<file path="config.mk">
export PLATFORM = sky130hd
export DESIGN_NAME = booth_multiplier_seq
export DESIGN_NICKNAME = d
export VERILOG_FILES = /design/src/rtl/booth_multiplier_seq.sv
export SDC_FILE = /design/constraint.sdc
export NUM_CORES = 1
export LEC_CHECK = 0
export CAP_MARGIN = 20
export CORE_MARGIN = 1
export CORE_UTILIZATION = 30
export CTS_BUF_LIST = sky130_fd_sc_hd__clkbuf_4 sky130_fd_sc_hd__clkbuf_8
export DETAILED_ROUTE_END_ITERATION = 7
export PLACE_DENSITY_LB_ADDON = 0.12
export SKIP_CTS_REPAIR_TIMING = 1
export SLEW_MARGIN = 40
export SYNTH_ARGS = -nofsm -noshare
export SYNTH_HDL_FRONTEND = slang
export SYNTH_SLANG_ARGS = --single-unit
</file>
<file path="constraint.sdc">
create_clock -name clk -period 2.3 [get_ports clk]
set_clock_uncertainty 0.15 [all_clocks]
set_input_delay 0.46 -clock clk [delete_from_list [all_inputs] [get_ports clk]]
set_output_delay 0.46 -clock clk [all_outputs]
set_load 0.02 [all_outputs]
</file>
<file path="src/rtl/booth_multiplier_seq.sv">
// booth_multiplier_seq: sequential radix-2 Booth multiplier, one Booth step per clock
// Ports: clk (rising edge), rst_n (async active-low), en (start, sampled in IDLE),
//        A/B (WIDTH-bit operands), Output (registered 2*WIDTH product, held between ops),
//        busy (operation in RUN or DONE), done (one-cycle pulse when Output updates)
// Define BOOTH_MULT_UNSIGNED_EN for unsigned operands: WIDTH+1 steps, latency WIDTH+2.
module booth_multiplier_seq #(
  parameter int WIDTH = 8
) (
  input  logic               clk,
  input  logic               rst_n,
  input  logic               en,
  input  logic [WIDTH-1:0]   A,
  input  logic [WIDTH-1:0]   B,
  output logic [2*WIDTH-1:0] Output,
  output logic               busy,
  output logic               done
);
`ifdef BOOTH_MULT_UNSIGNED_EN
  localparam int QW = WIDTH + 1;
`else
  localparam int QW = WIDTH;
`endif
  localparam int CW = $clog2(QW + 1);
  localparam int HW = 2 * WIDTH - QW;
  typedef enum logic [1:0] {S_IDLE, S_RUN, S_DONE} state_t;
  state_t state, state_next;
  logic [WIDTH:0] m, acc, sum, m_init;
  logic [QW-1:0] q, q_init;
  logic q_1;
  logic [CW-1:0] count;
`ifdef BOOTH_MULT_UNSIGNED_EN
  assign m_init = {1'b0, A};
  assign q_init = {1'b0, B};
`else
  assign m_init = {A[WIDTH-1], A};
  assign q_init = B;
`endif
  // Booth recoding of {Q[0],Q-1}: 01 adds M, 10 subtracts M, otherwise pass
  always_comb begin
    sum = ({q[0], q_1} == 2'b01) ? acc + m : ({q[0], q_1} == 2'b10) ? acc - m : acc;
  end
  always_comb begin
    state_next = state;
    busy = 1'b0;
    state_next = (state == S_IDLE) ? (en ? S_RUN : S_IDLE) :
                 (state == S_RUN) ? ((count == CW'(1)) ? S_DONE : S_RUN) : S_IDLE;
    busy = (state != S_IDLE);
  end
  always_ff @(posedge clk or negedge rst_n) begin
    if (!rst_n) state <= S_IDLE;
    else state <= state_next;
  end
  always_ff @(posedge clk or negedge rst_n) begin
    if (!rst_n) begin
      m <= '0;
      acc <= '0;
      q <= '0;
      q_1 <= 1'b0;
      count <= '0;
      Output <= '0;
      done <= 1'b0;
    end else begin
      done <= (state == S_DONE);
      if (state == S_IDLE && en) begin
        m <= m_init;
        q <= q_init;
        acc <= '0;
        q_1 <= 1'b0;
        count <= CW'(QW);
      end
      // arithmetic right shift of {Acc,Q,Q-1} after the add/subtract
      if (state == S_RUN) begin
        acc <= {sum[WIDTH], sum[WIDTH:1]};
        q <= {sum[0], q[QW-1:1]};
        q_1 <= q[0];
        count <= count - CW'(1);
      end
      if (state == S_DONE) Output <= {acc[HW-1:0], q};
    end
  end
endmodule

</file>
=== Yosys cells after proc, flatten, opt, wreduce, memory -nomap -nowiden ===
Cells that the tools add are included.

* Bitwise gates (word level): 0
* Add/subtract/negate cells: 3
* Mux-type cells: 14
* Divide/modulo/power cells: 0
* Shift-type cells: 0
* Multipliers: 0
* Equal/unequal tests: 5
* Reductions and logical operators: 4
* Order comparisons: 0

{| class="wikitable"
|+ Operators with widths
! kind !! number
|-
| 9-bit 2-to-1 mux || 4
|-
| 8-bit 2-to-1 mux || 2
|-
| 9-bit adder || 1
|-
| 9-bit subtractor || 1
|-
| 4-bit 2-to-1 mux || 2
|-
| 2-bit 2-to-1 mux || 3
|-
| 2-bit by 1-bit == test with 1-bit output, second input constant || 2
|-
| 2-bit == test, second input constant || 2
|-
| 4-bit by 1-bit == test with 1-bit output, second input constant || 1
|-
| 2-bit nonzero test || 2
|-
| 4-bit by 1-bit subtractor with 4-bit output, second input constant || 1
|-
| 1-bit 2-to-1 mux || 3
|-
| 2-bit logical NOT || 1
|-
| 1-bit logical AND || 1
|}

* Logic and storage cells: 34
* Latch bits: 0
* Memories kept: 0
* Bits in read-only memories: 0
* Output and inout bits: 18
* Flip-flop bits (word level): 49
* Bits in writable memories: 0

=== Longest topological paths before layout ===
Gate-level depths: netlist (run 1).

* Word-level depth: 4
* Mapped depth: 10
* Mapped depth without buffers: 10

=== Least setup slack after synthesis (run 1) ===
Ideal clock, no wire load.

* Path kind: register -> register
* Start point: reg acc[0]
* End point: reg acc[5]
* Arrival: 1,908 ps
* Setup time: 69 ps
* Path buffers: 0
* Setup slack: 173 ps
* Cell stages (with the launch flop): 11
* Data required time: 2,081 ps
* Cell sequence: dfrtp_1 > inv_1 > ha_1 > inv_1 > fa_1 > a21o_2 > a31o_2 > a22o_1 > a21oi_1 > o41ai_1 > nand3_1

* Word-level cells in the longest chain between the ends: 4

{| class="wikitable"
|+ RTL lines
! what !! line !! RTL
|-
| from (decl) || 27 || <nowiki>logic [WIDTH:0] m, acc, sum, m_init;</nowiki>
|-
| from (signal assigned) || 73 || <nowiki>acc <= {sum[WIDTH], sum[WIDTH:1]};</nowiki>
|-
| 9-bit subtractor || 40 || <nowiki>sum = ({q[0], q_1} == 2'b01) ? acc + m : ({q[0], q_1} == 2'b10) ? acc - m : acc;</nowiki>
|-
| 9-bit 2-to-1 mux || 40 ||
|-
| 9-bit 2-to-1 mux (*) || 40 ||
|-
| 9-bit 2-to-1 mux (*) || 72 || <nowiki>if (state == S_RUN) begin</nowiki>
|}

Mark *: on every way between the ends. The rest lies on a longest branch, timed or not.
A chain may end at the register's enable or synchronous reset.

=== Worst setup path in the final report (run 1) ===
Same ends and word-level chain as after synthesis.

==> results of run 1 <==
routing by layer:
| layer | track usage | up-vias | routed length, µm |
|---|---|---|---|
| met5 | 0 | - | 0 |
| met4 | 0.0482 | 0 | 117 |
| met3 | 0.0279 | 12 | 260 |
| met2 | 0.254 | 55 | 3410 |
| met1 | 0.201 | 1101 | 3350 |
| li1 | - | 1114 | - |
cells by family (layout without fill, tap and decap cells):
family / count (synthesis) / in the layout / share of synthesized area
adder cells (fa/ha/maj): 20 / 20 / 0.0956
AO/OA/AOI/OAI: 84 / 84 / 0.204
buffers and inverters: 37 / 90 / 0.0640
AND/OR/NAND/NOR: 80 / 80 / 0.133
flip-flops: 48 / 48 / 0.433
XOR/XNOR: 3 / 3 / 0.00947
multiplexers: 15 / 15 / 0.0604
worst max-delay path: cells and delay by family, from the launching register on:
family,cells,cell delay (ns)
fa+ha+maj,2,0.53
compound gates,3,0.57
flops,1,0.42
buf+inv,2,0.11
simple gates,3,0.32
final cells by class:
type | instances | share of cell area
flip-flops and latches | 48 | 0.338
clock buffers | 6 | 0.0215
inverters | 21 | 0.0222
well taps | 108 | 0.0381
multi-input cells | 202 | 0.414
repair buffers | 61 | 0.156
clock inverters | 2 | 0.00987
registers in the layout (all words and copies together), names as in the netlist:
| name | flops |
|---|---|
| acc | 8 |
| state | 2 |
| count | 4 |
| done | 1 |
| m | 8 |
| Output | 16 |
| q | 8 |
| q_1 | 1 |
power breakdown:
group          total, µW  internal [µW]  switching, µW
Sequential          1530           1230            296
Clock                628            335            293
Combinational       3720           1700           2020
Total               5870           3270           2610
path summary, 6_finish.rpt:
path | from | endpoint | slack, ns | cells past startpoint
worst max-delay path | acc[0] | acc[5] | 0.08 | 10
worst min-delay path | rst_n | m[3] | -0.009 | 1
worst max register to register | acc[0] | acc[5] | 0.08 | 10
worst min register to register | Output[9] | Output[9] | 0.33 | 2
max in group asynchronous | rst_n | state[0] | 1.46 | 2
min in group clk | Output[9] | Output[9] | 0.33 | 2
Yosys cell counts (2+ instances only):
master and number:
sky130_fd_sc_hd__buf_6 3, sky130_fd_sc_hd__clkbuf_1 9, sky130_fd_sc_hd__a211oi_1 3, sky130_fd_sc_hd__a221oi_1 3, sky130_fd_sc_hd__o31ai_1 2, sky130_fd_sc_hd__o21ai_0 22, sky130_fd_sc_hd__and2_1 2, sky130_fd_sc_hd__dfrtp_1 48
sky130_fd_sc_hd__nand2_1 38, sky130_fd_sc_hd__nor3_1 5, sky130_fd_sc_hd__a22o_1 2, sky130_fd_sc_hd__a21o_1 2, sky130_fd_sc_hd__o21ai_1 2, sky130_fd_sc_hd__buf_2 2, sky130_fd_sc_hd__a21oi_1 16, sky130_fd_sc_hd__a22oi_1 8
sky130_fd_sc_hd__inv_1 20, sky130_fd_sc_hd__o41ai_1 2, sky130_fd_sc_hd__mux2_2 14, sky130_fd_sc_hd__o211ai_1 2, sky130_fd_sc_hd__ha_1 18, sky130_fd_sc_hd__nor2_1 12, sky130_fd_sc_hd__nand2b_1 3, sky130_fd_sc_hd__nor3b_1 2
sky130_fd_sc_hd__xnor2_1 3, sky130_fd_sc_hd__o22ai_1 3, sky130_fd_sc_hd__fa_1 2, sky130_fd_sc_hd__a31oi_1 3, sky130_fd_sc_hd__nand3_1 7, sky130_fd_sc_hd__nor2b_1 5
per-stage QoR:
step | worst slack (ns) | setup TNS (ns)
after global routing | -0.00772 | -0.0139
after CTS | -0.0280 | -0.0717
after global placement | 0.0139 | 0
after floorplan | 0.173 | 0
final | 0.0828 | 0
after detailed placement | 0.000496 | 0
==> flow_metrics.env, run 1 <==
export IMPL_drv_cap=0
export IMPL_detail_route_iter0_violations=122
export IMPL_grt_pass1_vias=2359
export IMPL_power_density_mw_per_mm2=1650
export IMPL_num_fill_cells=891
export IMPL_maxClockFrequency_mhz=451
export IMPL_endpoint_kind="register"
export IMPL_post_synth_top_area_fraction=0.433
export IMPL_post_synth_cell_area_avg_um2=9.67
export IMPL_grt_remaining_overflow=0
export IMPL_wl_um=7140
export IMPL_holdCritPathClass="in2async"
export IMPL_cts_path_max_buffers=2
export IMPL_synth_area_mm2=0.00277
export IMPL_ant_nets=0
export IMPL_worst_setup_path_start_kind="register"
export IMPL_multiInputGateArea_mm2=0.00147
export IMPL_finish_instance_area_mm2=0.00355
export IMPL_antenna_found_initial=0
export IMPL_final_min_clock_period_ns=2.22
export IMPL_final_worst_path_cycle_share=0.964
export IMPL_grtUsageTotal=0.153
export IMPL_post_route_cells_drive_above_1_share=0.203
export IMPL_fp_row_count=34
export IMPL_clk_pin_slew_ns=0.09
export IMPL_worst_hold_slack_ns=-0.00897
export IMPL_cts_buffers_inserted=5
export IMPL_final_non_filler_cells=448
export IMPL_drt_drc_violations_left=0
export IMPL_io_buffers=36
export IMPL_grt_start_max_net_pins=27
export IMPL_wire_length_of_the_first_global_routing_pass_um=11600
export IMPL_ctsRootBufferMaster="sky130_fd_sc_hd__clkbuf_8"
export IMPL_syn_to_final_growth_pct=28.0
export IMPL_place_inst=437
export IMPL_cellLeakagePower_uw=0.00153
export IMPL_timing_setup_critical_path_class="reg2reg"
export IMPL_postSynth_asyncResetShare=1.00
export IMPL_drv_slew=0
export IMPL_critPathMaxStageDelay_ns=0.42
export IMPL_detail_route_wl_per_cell_um=15.9
export IMPL_insertion_delay_ns=0.30
export IMPL_detailedRoute_firstPassIterationCount=6
export IMPL_worst_path_max_delay_cell="sky130_fd_sc_hd__dfrtp_1"
export IMPL_crit_path_max_fanout=3
export IMPL_mostFrequentLayoutCell="sky130_fd_sc_hd__dfrtp_1"
export IMPL_mostFrequentLayoutCells="sky130_fd_sc_hd__dfrtp_1, sky130_fd_sc_hd__nand2_1, sky130_fd_sc_hd__clkdlybuf4s50_1"
export IMPL_routed_via_density=5.09
export IMPL_fp_dieH_um=98.2
export IMPL_chip_width_um=98.2
export IMPL_yosysUniqueCellTypes=54
export IMPL_synthesis_yosys_warnings=0
export IMPL_count_of_flip_flops_with_a_built_in_enable_after_synthesis=0
export IMPL_top_level_ports=37
export IMPL_netlist_instances=287
export IMPL_placement_cell_area_mm2=0.00334
export IMPL_worst_slew_margin_rel=0.484
export IMPL_cts_htree_levels=2
export IMPL_violations_in_the_final_reports="negative hold slack"
export IMPL_crit_chain="inv_2, ha_2, inv_1, fa_2, a21o_2, a31o_4, nor3_2, nor3_1, o21ai_0, nand3_1"
export IMPL_critPathRequiredTime_ns=2.33
export IMPL_detailed_place_hpwl_um=4940
export IMPL_number_of_nets_in_the_finished_design=378
export IMPL_ff_latch_area_mm2=0.00120
export IMPL_cell_types_with_the_largest_area_share_after_synthesis="sky130_fd_sc_hd__dfrtp_1, sky130_fd_sc_hd__ha_1, sky130_fd_sc_hd__mux2_2, sky130_fd_sc_hd__nand2_1, sky130_fd_sc_hd__o21ai_0"
export IMPL_finalSetupViolCount=0
export IMPL_timing_hold_violations_final=9
export IMPL_synth_ff_type="sky130_fd_sc_hd__dfrtp_1"
export IMPL_gp_routability_congestion=0.876
export IMPL_worst_pin_slew_ns=0.771
export IMPL_start_util=0.313
export IMPL_worstPathArrival_ns=2.25
export IMPL_outcome="complete, but fails checks"
export IMPL_core_area_mm2=0.00885
export IMPL_ir_drop_v=0.000560
export IMPL_clkSinkCount=48
export IMPL_seq_area_frac_synth=0.433
export IMPL_dieArea_mm2=0.00964
export IMPL_postLayoutCoreUtil=0.401
export IMPL_final_antenna_diode_count=0
export IMPL_postSynthRegisterBits=48
export IMPL_cts_tree="built"
export IMPL_synth_net_count=326
export IMPL_design_power_total_uw=5870
export IMPL_synth_area_leader_cell="sky130_fd_sc_hd__dfrtp_1"
export IMPL_vias=2282
No activity file was read; power rests on OpenSTA's default activity.
==> run 2, diff against run 1 <==
- SLEW_MARGIN: 40 -> 30
==> results of run 2 <==
The final DEF is identical to that of run 1; final timing and power are the same.
==> run 3, diff against run 2 <==
- RECOVER_POWER: default -> 25
- SETUP_SLACK_MARGIN: default -> 0.05
==> run 3 against run 2 <==
Net effect: the run now ends clean; non-clock buffer count grew 1; flip-flop and latch count unchanged; cell count is 0.22% higher; via count is essentially flat; largest power group unchanged; highest routed layer unchanged.
==> flow_metrics.env, run 3 (same netlist as run 1, synthesis figures left out) <==
export IMPL_timing_hold_violations_final=0
export IMPL_design_power_total_uw=5920
export IMPL_cts_buffers_inserted=5
export IMPL_registers_top_by_ff_count="Output"
export IMPL_mostFrequentLayoutCell="sky130_fd_sc_hd__dfrtp_1"
export IMPL_number_of_nets_in_the_finished_design=379
export IMPL_core_area_mm2=0.00885
export IMPL_place_ws_ns=0.000496
export IMPL_p_sw_uw=2640
export IMPL_power_sequential_fraction=0.259
export IMPL_ant_nets=0
export IMPL_cts_htree_levels=2
export IMPL_antenna_found_initial=0
export IMPL_power_frac_clock=0.106
export IMPL_worst_pin_slew_ns=1.30
export IMPL_worst_setup_slack_final_ns=0.0933
export IMPL_post_route_cells_drive_above_1_share=0.208
export IMPL_top_level_ports=37
export IMPL_cts_path_max_buffers=2
export IMPL_power_density_mw_per_mm2=1670
export IMPL_crit_chain="inv_2, ha_2, inv_1, fa_2, a21o_2, a31o_4, a22o_1, a21oi_2, o41ai_1, nand3_1"
export IMPL_p_int_uw=3280
export IMPL_maxClockFrequency_mhz=453
export IMPL_final_worst_path_cycle_share=0.959
export IMPL_cellLeakagePower_uw=0.00153
export IMPL_power_share_switching=0.446
export IMPL_final_antenna_diode_count=0
export IMPL_start_util=0.313
export IMPL_routed_via_density=5.08
export IMPL_vias=2283
export IMPL_critPathRequiredTime_ns=2.39
export IMPL_num_fill_cells=891
export IMPL_dieArea_mm2=0.00964
export IMPL_grtUsageTotal=0.153
export IMPL_insertion_delay_ns=0.30
export IMPL_largest_register_ffs=16
export IMPL_crit_path_max_fanout=3
export IMPL_holdCritPathClass="in2async"
export IMPL_worst_setup_path_start_kind="register"
export IMPL_wl_um=7160
export IMPL_detailed_place_hpwl_um=4940
export IMPL_detailedRoute_firstPassIterationCount=6
export IMPL_postLayoutCoreUtil=0.401
export IMPL_timing_setup_critical_path_class="reg2reg"
export IMPL_combPwrFrac=0.635
export IMPL_gp_routability_congestion=0.876
export IMPL_cts_tree="built"
export IMPL_endpoint_kind="register"
export IMPL_worst_path_max_delay_cell="sky130_fd_sc_hd__dfrtp_1"
export IMPL_final_min_clock_period_ns=2.21
export IMPL_drt_drc_violations_left=0
export IMPL_grt_pass1_vias=2359
export IMPL_detail_route_wl_per_cell_um=16.0
export IMPL_detail_route_iter0_violations=125
export IMPL_outcome="finished, final reports clean"
export IMPL_clk_pin_slew_ns=0.09
export IMPL_io_buffers=36
export IMPL_fp_dieH_um=98.2
export IMPL_wire_length_of_the_first_global_routing_pass_um=11600
export IMPL_worst_slew_margin_rel=0.136
export IMPL_fp_row_count=34
export IMPL_syn_to_final_growth_pct=27.9
export IMPL_rsz0062_at_grt="true"
export IMPL_drv_cap=0
export IMPL_chip_width_um=98.2
export IMPL_grt_remaining_overflow=0
export IMPL_mostFrequentLayoutCells="sky130_fd_sc_hd__dfrtp_1, sky130_fd_sc_hd__nand2_1, sky130_fd_sc_hd__clkdlybuf4s50_1"
export IMPL_worstPathArrival_ns=2.30
export IMPL_ctsRootBufferMaster="sky130_fd_sc_hd__clkbuf_8"
export IMPL_ir_drop_v=0.000560
export IMPL_clkSinkCount=48
export IMPL_finalSetupViolCount=0
export IMPL_critPathMaxStageDelay_ns=0.42
export IMPL_drv_slew=0
export IMPL_grt_start_max_net_pins=27
==> run 3: changes by cell type in the layout (fill, tap and decap cells not counted), sizes merged <==
cell and change:
buf -1, clkbuf +2
==> run 3: metrics by stage <==
stage	setup TNS [ns]	hold WS [ns]	std cells	area, µm²
final	0	0.262	449	3550
after global routing	-0.00473	0.369	449	3550
after floorplan	0	0.0144	287	2770
after detailed placement	0	0.320	437	3340
after CTS	-0.0717	0.00788	445	3450
after global placement	0	0.314	437	3340
==> run 3: critical path, delay by kind of cell, from the launching register on <==
| kind | cells | cell delay [ns] |
|---|---|---|
| adder cells (fa/ha/maj) | 2 | 0.53 |
| AO/OA/AOI/OAI | 5 | 0.87 |
| AND/OR/NAND/NOR | 1 | 0.07 |
| flip-flops | 1 | 0.42 |
| buffers and inverters | 2 | 0.11 |
==> run 3: layout make-up <==
type                       instances  area [µm²]  share of cell area
clock buffer                       6        76.3              0.0215
clock inverter                     2        35.0             0.00988
inverter                          21        78.8              0.0222
multi-input combinational        202        1470               0.416
sequential                        48        1200               0.339
tap                              108         135              0.0381
timing repair buffer              62         547               0.154
==> run 3: power by group through the flow <==
stage / logic, µW / clock network [µW] / registers [µW]
finish: 3760 / 630 / 1530
global route: 4130 / 693 / 1600
CTS: 3470 / 665 / 1530
detailed placement: 3450 / 0 / 1540
global placement: 3460 / 0 / 1540
floorplan: 2290 / 0 / 1610
==> run 3: path summary, 6_finish.rpt <==
check                             to       from  slack, ns  cells past startpoint
max                           acc[5]     acc[0]       0.09                     10
min                             m[3]      rst_n       0.26                      1
max reg2reg                   acc[5]     acc[0]       0.09                     10
min reg2reg                Output[9]  Output[9]       0.33                      2
max in group asynchronous   state[0]      rst_n       0.40                      2
min in group clk           Output[9]  Output[9]       0.33                      2
==> run 3: metal layers <==
| metal | track usage | vias to the layer above | share of wire |
|---|---|---|---|
| met5 | 0 | - | 0 |
| met4 | 0.0482 | 0 | 0.016 |
| met3 | 0.0279 | 10 | 0.038 |
| met2 | 0.254 | 54 | 0.47 |
| met1 | 0.201 | 1101 | 0.47 |
| li1 | - | 1118 | - |
